$ cat src/rtl/drop_pkg.sv
// Shared state encoding and default timing constants for the drop timer and playfield controller.
// Optional hard-drop support is enabled by DROP_TIMER_HARD_DROP_EN in the consumers.
package drop_pkg;

    localparam int unsigned CNT_W_DEF       = 28;
    localparam int unsigned BASE_PERIOD_DEF = 33554432;
    localparam int unsigned FAST_PERIOD_DEF = 4194304;
    localparam int unsigned LEVEL_STEP_DEF  = 2097152;
    localparam int unsigned MIN_PERIOD_DEF  = 1048576;
    localparam int unsigned LOCK_CYCLES_DEF = 16777216;
    localparam int unsigned MAX_RESETS_DEF  = 15;

    typedef enum logic [1:0] {
        ST_IDLE = 2'd0,
        ST_FALL = 2'd1,
        ST_LOCK = 2'd2,
        ST_HARD = 2'd3
    } drop_state_e;

endpackage

$ cat src/rtl/drop_timer_period_calc.sv
// Combinational fall-period calculation from level and soft-drop, clamped to the floor.
module drop_timer_period_calc
    import drop_pkg::*;
#(
    parameter int unsigned CNT_W       = CNT_W_DEF,
    parameter int unsigned BASE_PERIOD = BASE_PERIOD_DEF,
    parameter int unsigned FAST_PERIOD = FAST_PERIOD_DEF,
    parameter int unsigned LEVEL_STEP  = LEVEL_STEP_DEF,
    parameter int unsigned MIN_PERIOD  = MIN_PERIOD_DEF
) (
    input  logic [3:0]       level,
    input  logic             soft_drop,
    output logic [CNT_W-1:0] eff_period_c
);

    logic [CNT_W:0]   step_prod;
    logic [CNT_W:0]   diff;
    logic [CNT_W-1:0] period;

    // One extra bit catches the borrow so a large level clamps instead of wrapping.
    always_comb begin
        step_prod = (CNT_W+1)'(level) * (CNT_W+1)'(LEVEL_STEP);
        diff      = (CNT_W+1)'(BASE_PERIOD) - step_prod;
        if (diff[CNT_W] || (diff < (CNT_W+1)'(MIN_PERIOD))) begin
            period = CNT_W'(MIN_PERIOD);
        end else begin
            period = diff[CNT_W-1:0];
        end
        if (soft_drop && (period > CNT_W'(FAST_PERIOD))) begin
            eff_period_c = CNT_W'(FAST_PERIOD);
        end else begin
            eff_period_c = period;
        end
    end

endmodule

$ cat src/rtl/drop_timer.sv
// Gravity and lock-delay timing engine; emits single-cycle drop_tick and lock_req enables.
// Define DROP_TIMER_HARD_DROP_EN to add the hard_drop input and HARD state.
module drop_timer
    import drop_pkg::*;
#(
    parameter int unsigned CNT_W       = CNT_W_DEF,
    parameter int unsigned BASE_PERIOD = BASE_PERIOD_DEF,
    parameter int unsigned FAST_PERIOD = FAST_PERIOD_DEF,
    parameter int unsigned LEVEL_STEP  = LEVEL_STEP_DEF,
    parameter int unsigned MIN_PERIOD  = MIN_PERIOD_DEF,
    parameter int unsigned LOCK_CYCLES = LOCK_CYCLES_DEF,
    parameter int unsigned MAX_RESETS  = MAX_RESETS_DEF
) (
    input  logic       clk,
    input  logic       rst,
    input  logic       spawn,
    input  logic [3:0] level,
    input  logic       soft_drop,
    input  logic       pause,
    input  logic       landed,
    input  logic       move_done,
`ifdef DROP_TIMER_HARD_DROP_EN
    input  logic       hard_drop,
`endif
    output logic       drop_tick,
    output logic       lock_req,
    output logic       busy,
    output logic [1:0] state_o
);

    localparam int unsigned RES_W = $clog2(MAX_RESETS + 1);

    drop_state_e      state_q, state_d;
    logic [CNT_W-1:0] cnt_q, cnt_d;
    logic [CNT_W-1:0] lock_cnt_q, lock_cnt_d;
    logic [RES_W-1:0] resets_used_q, resets_used_d;
    logic             drop_tick_q, drop_tick_d;
    logic             lock_req_q, lock_req_d;
    logic             busy_q, busy_d;
    logic [CNT_W-1:0] eff_period_c;

    drop_timer_period_calc #(
        .CNT_W       (CNT_W),
        .BASE_PERIOD (BASE_PERIOD),
        .FAST_PERIOD (FAST_PERIOD),
        .LEVEL_STEP  (LEVEL_STEP),
        .MIN_PERIOD  (MIN_PERIOD)
    ) u_period_calc (
        .level        (level),
        .soft_drop    (soft_drop),
        .eff_period_c (eff_period_c)
    );

    // Next-state and next-output logic; pause holds everything and silences pulses.
    always_comb begin
        state_d       = state_q;
        cnt_d         = cnt_q;
        lock_cnt_d    = lock_cnt_q;
        resets_used_d = resets_used_q;
        drop_tick_d   = 1'b0;
        lock_req_d    = 1'b0;
        if (!pause) begin
            if (spawn) begin
                state_d       = ST_FALL;
                cnt_d         = '0;
                lock_cnt_d    = '0;
                resets_used_d = '0;
            end else begin
                case (state_q)
                    ST_IDLE: begin
                    end
                    ST_FALL: begin
`ifdef DROP_TIMER_HARD_DROP_EN
                        if (hard_drop) begin
                            state_d = ST_HARD;
                            cnt_d   = '0;
                        end else
`endif
                        if (landed) begin
                            state_d    = ST_LOCK;
                            lock_cnt_d = '0;
                            cnt_d      = '0;
                        end else if (cnt_q >= (eff_period_c - CNT_W'(1))) begin
                            drop_tick_d = 1'b1;
                            cnt_d       = '0;
                        end else begin
                            cnt_d = cnt_q + CNT_W'(1);
                        end
                    end
                    ST_LOCK: begin
                        if (!landed) begin
                            state_d = ST_FALL;
                            cnt_d   = '0;
                        end else if (move_done && (resets_used_q < RES_W'(MAX_RESETS))) begin
                            lock_cnt_d    = '0;
                            resets_used_d = resets_used_q + RES_W'(1);
                        end else if (lock_cnt_q == CNT_W'(LOCK_CYCLES - 1)) begin
                            lock_req_d = 1'b1;
                            state_d    = ST_IDLE;
                        end else begin
                            lock_cnt_d = lock_cnt_q + CNT_W'(1);
                        end
                    end
                    default: begin
`ifdef DROP_TIMER_HARD_DROP_EN
                        if (landed) begin
                            lock_req_d = 1'b1;
                            state_d    = ST_IDLE;
                        end else begin
                            drop_tick_d = 1'b1;
                        end
`else
                        state_d = ST_IDLE;
`endif
                    end
                endcase
            end
        end
        busy_d = (state_d != ST_IDLE);
    end

    // State and output registers.
    always_ff @(posedge clk or posedge rst) begin
        if (rst) begin
            state_q       <= ST_IDLE;
            cnt_q         <= '0;
            lock_cnt_q    <= '0;
            resets_used_q <= '0;
            drop_tick_q   <= 1'b0;
            lock_req_q    <= 1'b0;
            busy_q        <= 1'b0;
        end else begin
            state_q       <= state_d;
            cnt_q         <= cnt_d;
            lock_cnt_q    <= lock_cnt_d;
            resets_used_q <= resets_used_d;
            drop_tick_q   <= drop_tick_d;
            lock_req_q    <= lock_req_d;
            busy_q        <= busy_d;
        end
    end

    assign drop_tick = drop_tick_q;
    assign lock_req  = lock_req_q;
    assign busy      = busy_q;
    assign state_o   = 2'(state_q);

endmodule

$ cat config.mk
export PLATFORM = sky130hd
export DESIGN_NAME = drop_timer
export DESIGN_NICKNAME = d
export VERILOG_FILES = /design/src/rtl/drop_pkg.sv /design/src/rtl/drop_timer_period_calc.sv /design/src/rtl/drop_timer.sv
export SDC_FILE = /design/constraint.sdc
export NUM_CORES = 1
export LEC_CHECK = 0
export ABC_AREA = 1
export BUFFER_PORTS_ARGS = -buffer_cell sky130_fd_sc_hd__buf_4
export CAP_MARGIN = 20
export CORE_MARGIN = 2
export CORE_UTILIZATION = 25
export DETAILED_ROUTE_END_ITERATION = 7
export HOLD_SLACK_MARGIN = 0.08
export PLACE_DENSITY = 0.48
export SETUP_SLACK_MARGIN = 0.4
export SKIP_CTS_REPAIR_TIMING = 1
export SYNTH_ARGS = -nofsm -noshare
export SYNTH_HDL_FRONTEND = slang
export SYNTH_SLANG_ARGS = --single-unit
$ cat constraint.sdc
create_clock -name clk -period 2.3 [get_ports clk]
set_input_delay 0 -clock clk [delete_from_list [all_inputs] [get_ports clk]]
set_output_delay 0 -clock clk [all_outputs]
set_load 0.01 [all_outputs]
# Word level (Yosys, flattened, before mapping)
# Index checks and enable logic that the tools add are counted.
# classes
add_sub_neg,5
magnitude_cmp,4
n_eq_ne,7
mux,35
bitwise_logic,1
reduce_logical,12
# op_table
op,n
two-way mux 28 bit,11
one-hot mux 28 bit (2 select lines),2
adder 28 x 1 -> 28 bit (second input constant),2
< comparator 29 x 21 -> 1 bit (second input constant),1
equality test 28 x 24 -> 1 bit (second input constant),1
greater-or-equal comparator 28 bit,1
greater-than comparator 28 x 23 -> 1 bit (second input constant),1
subtractor 28 x 1 -> 28 bit (second input constant),1
subtractor 26 x 25 -> 27 bit (first input constant),1
two-way mux 4 bit,4
two-way mux 2 bit,6
two-way mux 1 bit,11
inequality test 3 bit (second input constant),3
nonzero test 2 bit,4
one-hot mux 2 bit (3 select lines),1
AND reduction 5 bit,1
adder 4 x 1 -> 4 bit (second input constant),1
< comparator 4 bit (second input constant),1
inequality test 4 bit (second input constant),1
AND reduction 4 bit,1
AND reduction 3 bit,1
nonzero test 3 bit,1
equality test 2 x 1 -> 1 bit (second input constant),1
equality test 2 bit (second input constant),1
other kinds (4),5
# totals
regBits,65
in_bits,11
output_inout_bits,5

# Longest topological paths before layout
# logic_depth
word_depth,14
mapped_depth,26

# Cells and area by module
# From an unflattened synthesis, not the netlist that was laid out.
# unflattened
hier_cells,917
area_unflattened_um2,5900.7
# by_module_without_submodules
module,n_inst,cells_each,area_each_um2
drop_timer,1,863,5581.6
drop_timer_period_calc,1,54,319.1

# Worst setup path after synthesis
# No wires, ideal clock.
# synth_timing
kind,input to register
from,in level[0]
to,reg cnt_q[11]
t_arrival_ps,2489
required_ps,2229
setup_slack_ps,-260
stages,25
n_path_buf,1
path_cell_list,inv_1 > ha_1 > inv_1 > nor2_1 > nor2_1 > inv_1 > nand2_1 > nor2_1 > nand2_1 > nand2_1 > nand3_1 > ha_1 > inv_1 > nand2_1 > nand2_1 > inv_1 > ha_1 > nand2_1 > o21ai_0 > a21oi_1 > nand3_1 > nand2_1 > inv_1 > buf_2 > nor2_1
# synth_between
elab_chain_len,13
# synth_rtl
element,line,text
start: declaration,drop_timer.sv:17,"input logic [3:0] level,"
subtractor 26 x 25 -> 27 bit *,drop_timer_period_calc.sv:23,diff = (CNT_W+1)'(BASE_PERIOD) - step_prod;
< comparator 29 x 21 -> 1 bit,drop_timer_period_calc.sv:24,if (diff[CNT_W] || (diff < (CNT_W+1)'(MIN_PERIOD))) begin
logical OR 1 bit,drop_timer_period_calc.sv:24,
two-way mux 28 bit *,drop_timer_period_calc.sv:24,
greater-than comparator 28 x 23 -> 1 bit,drop_timer_period_calc.sv:29,if (soft_drop && (period > CNT_W'(FAST_PERIOD))) begin
logical AND 1 bit,drop_timer_period_calc.sv:29,
two-way mux 28 bit *,drop_timer_period_calc.sv:29,
subtractor 28 x 1 -> 28 bit *,drop_timer.sv:83,end else if (cnt_q >= (eff_period_c - CNT_W'(1))) begin
greater-or-equal comparator 28 bit *,drop_timer.sv:83,
two-way mux 28 bit *,drop_timer.sv:83,
two-way mux 28 bit *,drop_timer.sv:79,if (landed) begin
one-hot mux 28 bit (2 select lines) *,drop_timer.sv:69,case (state_q)
two-way mux 28 bit *,drop_timer.sv:63,if (spawn) begin
end signal: assignment,drop_timer.sv:134,cnt_q <= cnt_d;
end: declaration,drop_timer.sv:34,"logic [CNT_W-1:0] cnt_q, cnt_d;"
# Every way passes the cells marked *; elsewhere a longest branch is shown, timed or not.
# A chain may end at the register's enable or synchronous reset.

# Final worst setup path
# layout_timing
from,in level[0]
to,reg cnt_q[12]
# Same word-level chain as after synthesis.

==> impl_summary.md <==
Timing
The post-route clock period utilization is 98.40%. The number of max-slew violations in the final report came to 0. The final setup violation count is 0. The minimum clock period after layout is around 2.3 ns. Setup repair after global routing could not meet its margin everywhere. The worst clock skew is 0.005940 ns.

Hold timing on the final database bottoms out at a slack of roughly 0.076 ns. The number of hold violations in the final report was 0. Static timing analysis puts the maximum clock frequency at about 0.44 GHz. The actual transition at the worst max-transition pin is just under 0.6 ns.

The worst slew slack as a fraction of its limit is between 60% and 70%.

Synth
Of the post-synthesis cell area, the dominant cell type holds between 30% and 40%. Measured against the total synthesized area, the mux share comes to 0%. The combinational family with the most area after synthesis is simple AND/OR/NAND/NOR gates. By count the netlist is led by sky130_fd_sc_hd__nand2_1 (199), sky130_fd_sc_hd__nor2_1 (124), sky130_fd_sc_hd__inv_1 (75), sky130_fd_sc_hd__nand3_1 (66), sky130_fd_sc_hd__dfrtp_1 (65). The cell area after synthesis is 4559 µm².

The average instance in the mapped netlist occupies ~6.6 µm². In the synthesized netlist the async set-or-reset flop fraction comes to 100.0%. The simple-gate share of the synthesized area is between 40% and 50%.

The yosys synthesis warning count is 0. The flip-flop cell with the highest count after synthesis is sky130_fd_sc_hd__dfrtp_1. After synthesis, the netlist uses 36 different library cells. Of the total synthesized cell area, the portion taken by full adders, half adders and majority gates is 3.568%. The number of flops mapped to enable cells by yosys is 0.

The gate count after technology mapping is slightly below 700. Summing the areas of all compound-gate instances in the mapped netlist gives 5.845% of the synthesized area. Synthesis inferred 65 register bits.

The share of the Yosys chip area taken by registers is 35.68%. The post-synthesis xor/xnor area fraction is about 4.6%. Ranked by total cell area, the synthesized netlist is headed by sky130_fd_sc_hd__dfrtp_1 (36%), sky130_fd_sc_hd__nand2_1 (16%), sky130_fd_sc_hd__nor2_1 (10%), sky130_fd_sc_hd__nand3_1 (7.2%), sky130_fd_sc_hd__inv_1 (6.2%). sky130_fd_sc_hd__nand2_1 is the most common cell in the netlist. The biggest area contributor in the post-synthesis netlist is sky130_fd_sc_hd__dfrtp_1. The number of nets handed over by synthesis was 710.

Cells and area
From synthesis to final layout, the design area changed by 30.82%. At the end of the flow, the number of nets in the layout was around 780. The multi-input combinational cells in the finished layout cover a total of 2778 µm². In the final layout, flip-flops and latches occupy roughly 1600 µm². The total inserted antenna cells is 0. The filler cells instantiated in the layout total 1984.

Cells fill 33.32% of the core in the end. In the final layout, the share of cells above drive strength 1 is 21.47%.

Global routing
The number of antenna violations at the first check in global routing is 0. After global routing, the most crowded layer is met2. Across every metal layer, demand over resource in global routing totals approximately 14%. The met3 demand-to-capacity share in global routing is between 2 and 2.5%.

The number of global-route vias before repair is roughly 4300. After global routing the overflow that remains totals 0. Entering global routing, the biggest net connects 42 pins. The routing usage on met2 is a little under a quarter. For this run, global-route usage on met1 was measured as 17.51%.

The first global-routing pass estimated roughly 21000 µm of wire.

Placement
The number of I/O port buffers is 15. The HPWL after detailed placement is about 9000 µm. Routability-driven placement finished with a final weighted congestion of 0.8316.

Floorplan
The die is 139.0 µm wide. The initial utilization of the core area, before any placement, comes to around a quarter. In this run the count of I/O pins placed on the die edge is 16.

The placeable core region is 17900 µm². The count of standard-cell rows is 49. The floorplan step defined a die boundary enclosing between 15000 and 20000 µm². From bottom edge to top edge, the die measures approximately 140 µm.

Detailed routing
The count of unresolved DRC violations after routing is 0. The number of DRC markers in iteration 0 is around 250. In this run the remaining antenna-violating nets after routing total 0. In the final routed layout, each cell accounts on average for between 10 and 15 µm. The detailed-route wire length is 12740 µm.

Using the TritonRoute via totals, the vias-per-cell ratio works out to 4.452. For this run, the detailed router's first-pass iteration total came to 4. Across all layers, the routed design uses 4421 vias.

Clock tree
The post-CTS clock slew at the launch and capture registers of the worst setup and hold paths is about 0.06 ns. The TritonCTS buffer count is 9. In this run the number of H-tree levels came out at 3.

TritonCTS built the clock tree. The count of clock tree sinks is 65. The largest buffer count on any clock path is 2. The clock reaches the later pin of the worst-skew pair after 0.34 ns. Clock tree synthesis selected as its root buffer the cell sky130_fd_sc_hd__clkbuf_16.

Pwr
The peak supply drop is between 0.3 and 0.4 mV. In this run the static leakage power is between 2 and 3 nW. The share of total power dissipated in the clock network is 46.3%.

The total power per unit cell area is about 550 nW/µm². The combinational power share is ~17%. The internal power consumption is ~0.0024 W. Registers are responsible for 37.1% of the overall power.

Summed over all nets, the switching power comes to slightly below 0.0009 W. Net switching is a little over a quarter of the power.

Outcome
The flow ran to the end, and the final reports show no timing, DRC or antenna violations.

Setup path
The critical path is of the in -> reg type. The required time of the critical path is ~2.5 ns. The kind of start point of the critical path is an input pin. The critical path capture point type is a flop. The maximum fanout count along the critical path is 6. The signal arrival time at the worst endpoint is between 2 and 2.5 ns.

Hold path
The type of the tightest min-delay check is in -> reg.

Job
The total of max-cap violations is 0.
per-layer routing:
layer,vias up,share of wire [%]
met2,56,48
met4,0,2.2
met1,2010,47
met3,17,3.2
li1,2338,-
met5,-,0
critical path, cell delays in order:
cell and delay [ns]:
sky130_fd_sc_hd__buf_12 0.11, sky130_fd_sc_hd__inv_12 0.04, sky130_fd_sc_hd__ha_4 0.13, sky130_fd_sc_hd__inv_4 0.03
sky130_fd_sc_hd__nor2_4 0.12, sky130_fd_sc_hd__nand2_1 0.10, sky130_fd_sc_hd__inv_1 0.10, sky130_fd_sc_hd__nor2_2 0.05
sky130_fd_sc_hd__nand2_2 0.11, sky130_fd_sc_hd__nand2_4 0.08, sky130_fd_sc_hd__nand3_2 0.08, sky130_fd_sc_hd__ha_4 0.17
sky130_fd_sc_hd__nand2_1 0.05, sky130_fd_sc_hd__nand2_1 0.06, sky130_fd_sc_hd__nand2_1 0.06, sky130_fd_sc_hd__ha_1 0.27
sky130_fd_sc_hd__nand2_1 0.06, sky130_fd_sc_hd__nor2_2 0.15, sky130_fd_sc_hd__nand4_1 0.18, sky130_fd_sc_hd__nand3_1 0.12
sky130_fd_sc_hd__nand2_1 0.06, sky130_fd_sc_hd__inv_2 0.13, sky130_fd_sc_hd__clkbuf_16 0.18, sky130_fd_sc_hd__nor2_2 0.03
worst paths after layout:
check	from	end	slack, ns	cells after the start
worst max-delay path	level[0]	cnt_q[12]$_DFFE_PP0P_	0.04	24
min in group asynchronous	rst	cnt_q[19]$_DFFE_PP0P_	0.28	3
worst min-delay path	landed	state_o[1]$_DFF_PP0_	0.08	5
worst max register to register	state_o[0]$_DFF_PP0_	cnt_q[9]$_DFFE_PP0P_	0.34	10
worst min register to register	lock_cnt_q[1]$_DFFE_PP0P_	lock_cnt_q[1]$_DFFE_PP0P_	0.52	2
max in group asynchronous	rst	lock_cnt_q[13]$_DFFE_PP0P_	1.38	4
through the flow:
stage          setup WS, ns  power, W  area (µm²)  setup TNS (ns)  std cells
2_1_floorplan       0.02661  0.001493        4639               0        686
3_3_place_gp        -0.3150  0.001648        5240          -7.823        953
3_5_place_dp        -0.3601  0.001648        5240          -8.989        953
4_1_cts            -0.03859  0.003185        5562         -0.2368        969
5_1_grt             -0.1638  0.003416        5964          -3.420        993
6_report            0.03678  0.003257        5964               0        993
cell usage in the layout (no fill, tap or decap), types with 10 or more instances in the layout:
cell type and n:
sky130_fd_sc_hd__clkbuf_16 10, sky130_fd_sc_hd__nor2_2 25, sky130_fd_sc_hd__nand3_1 61, sky130_fd_sc_hd__nor3_1 13, sky130_fd_sc_hd__nand4_1 19, sky130_fd_sc_hd__xor2_1 18, sky130_fd_sc_hd__a21oi_1 16, sky130_fd_sc_hd__inv_1 65
sky130_fd_sc_hd__nor2_1 99, sky130_fd_sc_hd__nand2_2 10, sky130_fd_sc_hd__dfrtp_1 64, sky130_fd_sc_hd__nand2_1 194, sky130_fd_sc_hd__o21ai_0 14, sky130_fd_sc_hd__buf_4 62
final cells by class:
| cell class | count | share of cell area, % |
|---|---|---|
| timing repair buffer | 72 | 10.45 |
| multi-input combinational | 533 | 46.57 |
| sequential | 65 | 27.29 |
| tap | 229 | 4.804 |
| clock inverter | 5 | 1.322 |
| inverter | 78 | 5.496 |
| clock buffer | 11 | 4.070 |
logic make-up (layout without fill, tap and decap cells):
| kind of cell | after synthesis | in the layout |
|---|---|---|
| xor gates and xnor gates | 24 | 24 |
| AOI/OAI and AO/OA | 48 | 48 |
| and+or+nand+nor | 446 | 448 |
| DFF | 65 | 65 |
| buffers and inverters | 90 | 166 |
| adders and majority gates | 13 | 13 |
power groups by stage:
stage          clock network [W]  registers [W]  logic (W)
6_report                 0.00151        0.00121   0.000539
2_1_floorplan                  0        0.00123   0.000268
3_5_place_dp                   0        0.00123   0.000419
5_1_grt                  0.00160        0.00121   0.000604
3_3_place_gp                   0        0.00123   0.000418
4_1_cts                  0.00156        0.00121   0.000419
state kept, by name, indices dropped and copies added, names as in the netlist:
signal         cells
state_o            2
lock_cnt_q        28
cnt_q             28
resets_used_q      4
lock_req           1
drop_tick          1
busy               1
Power figures use the tool's default switching activity.
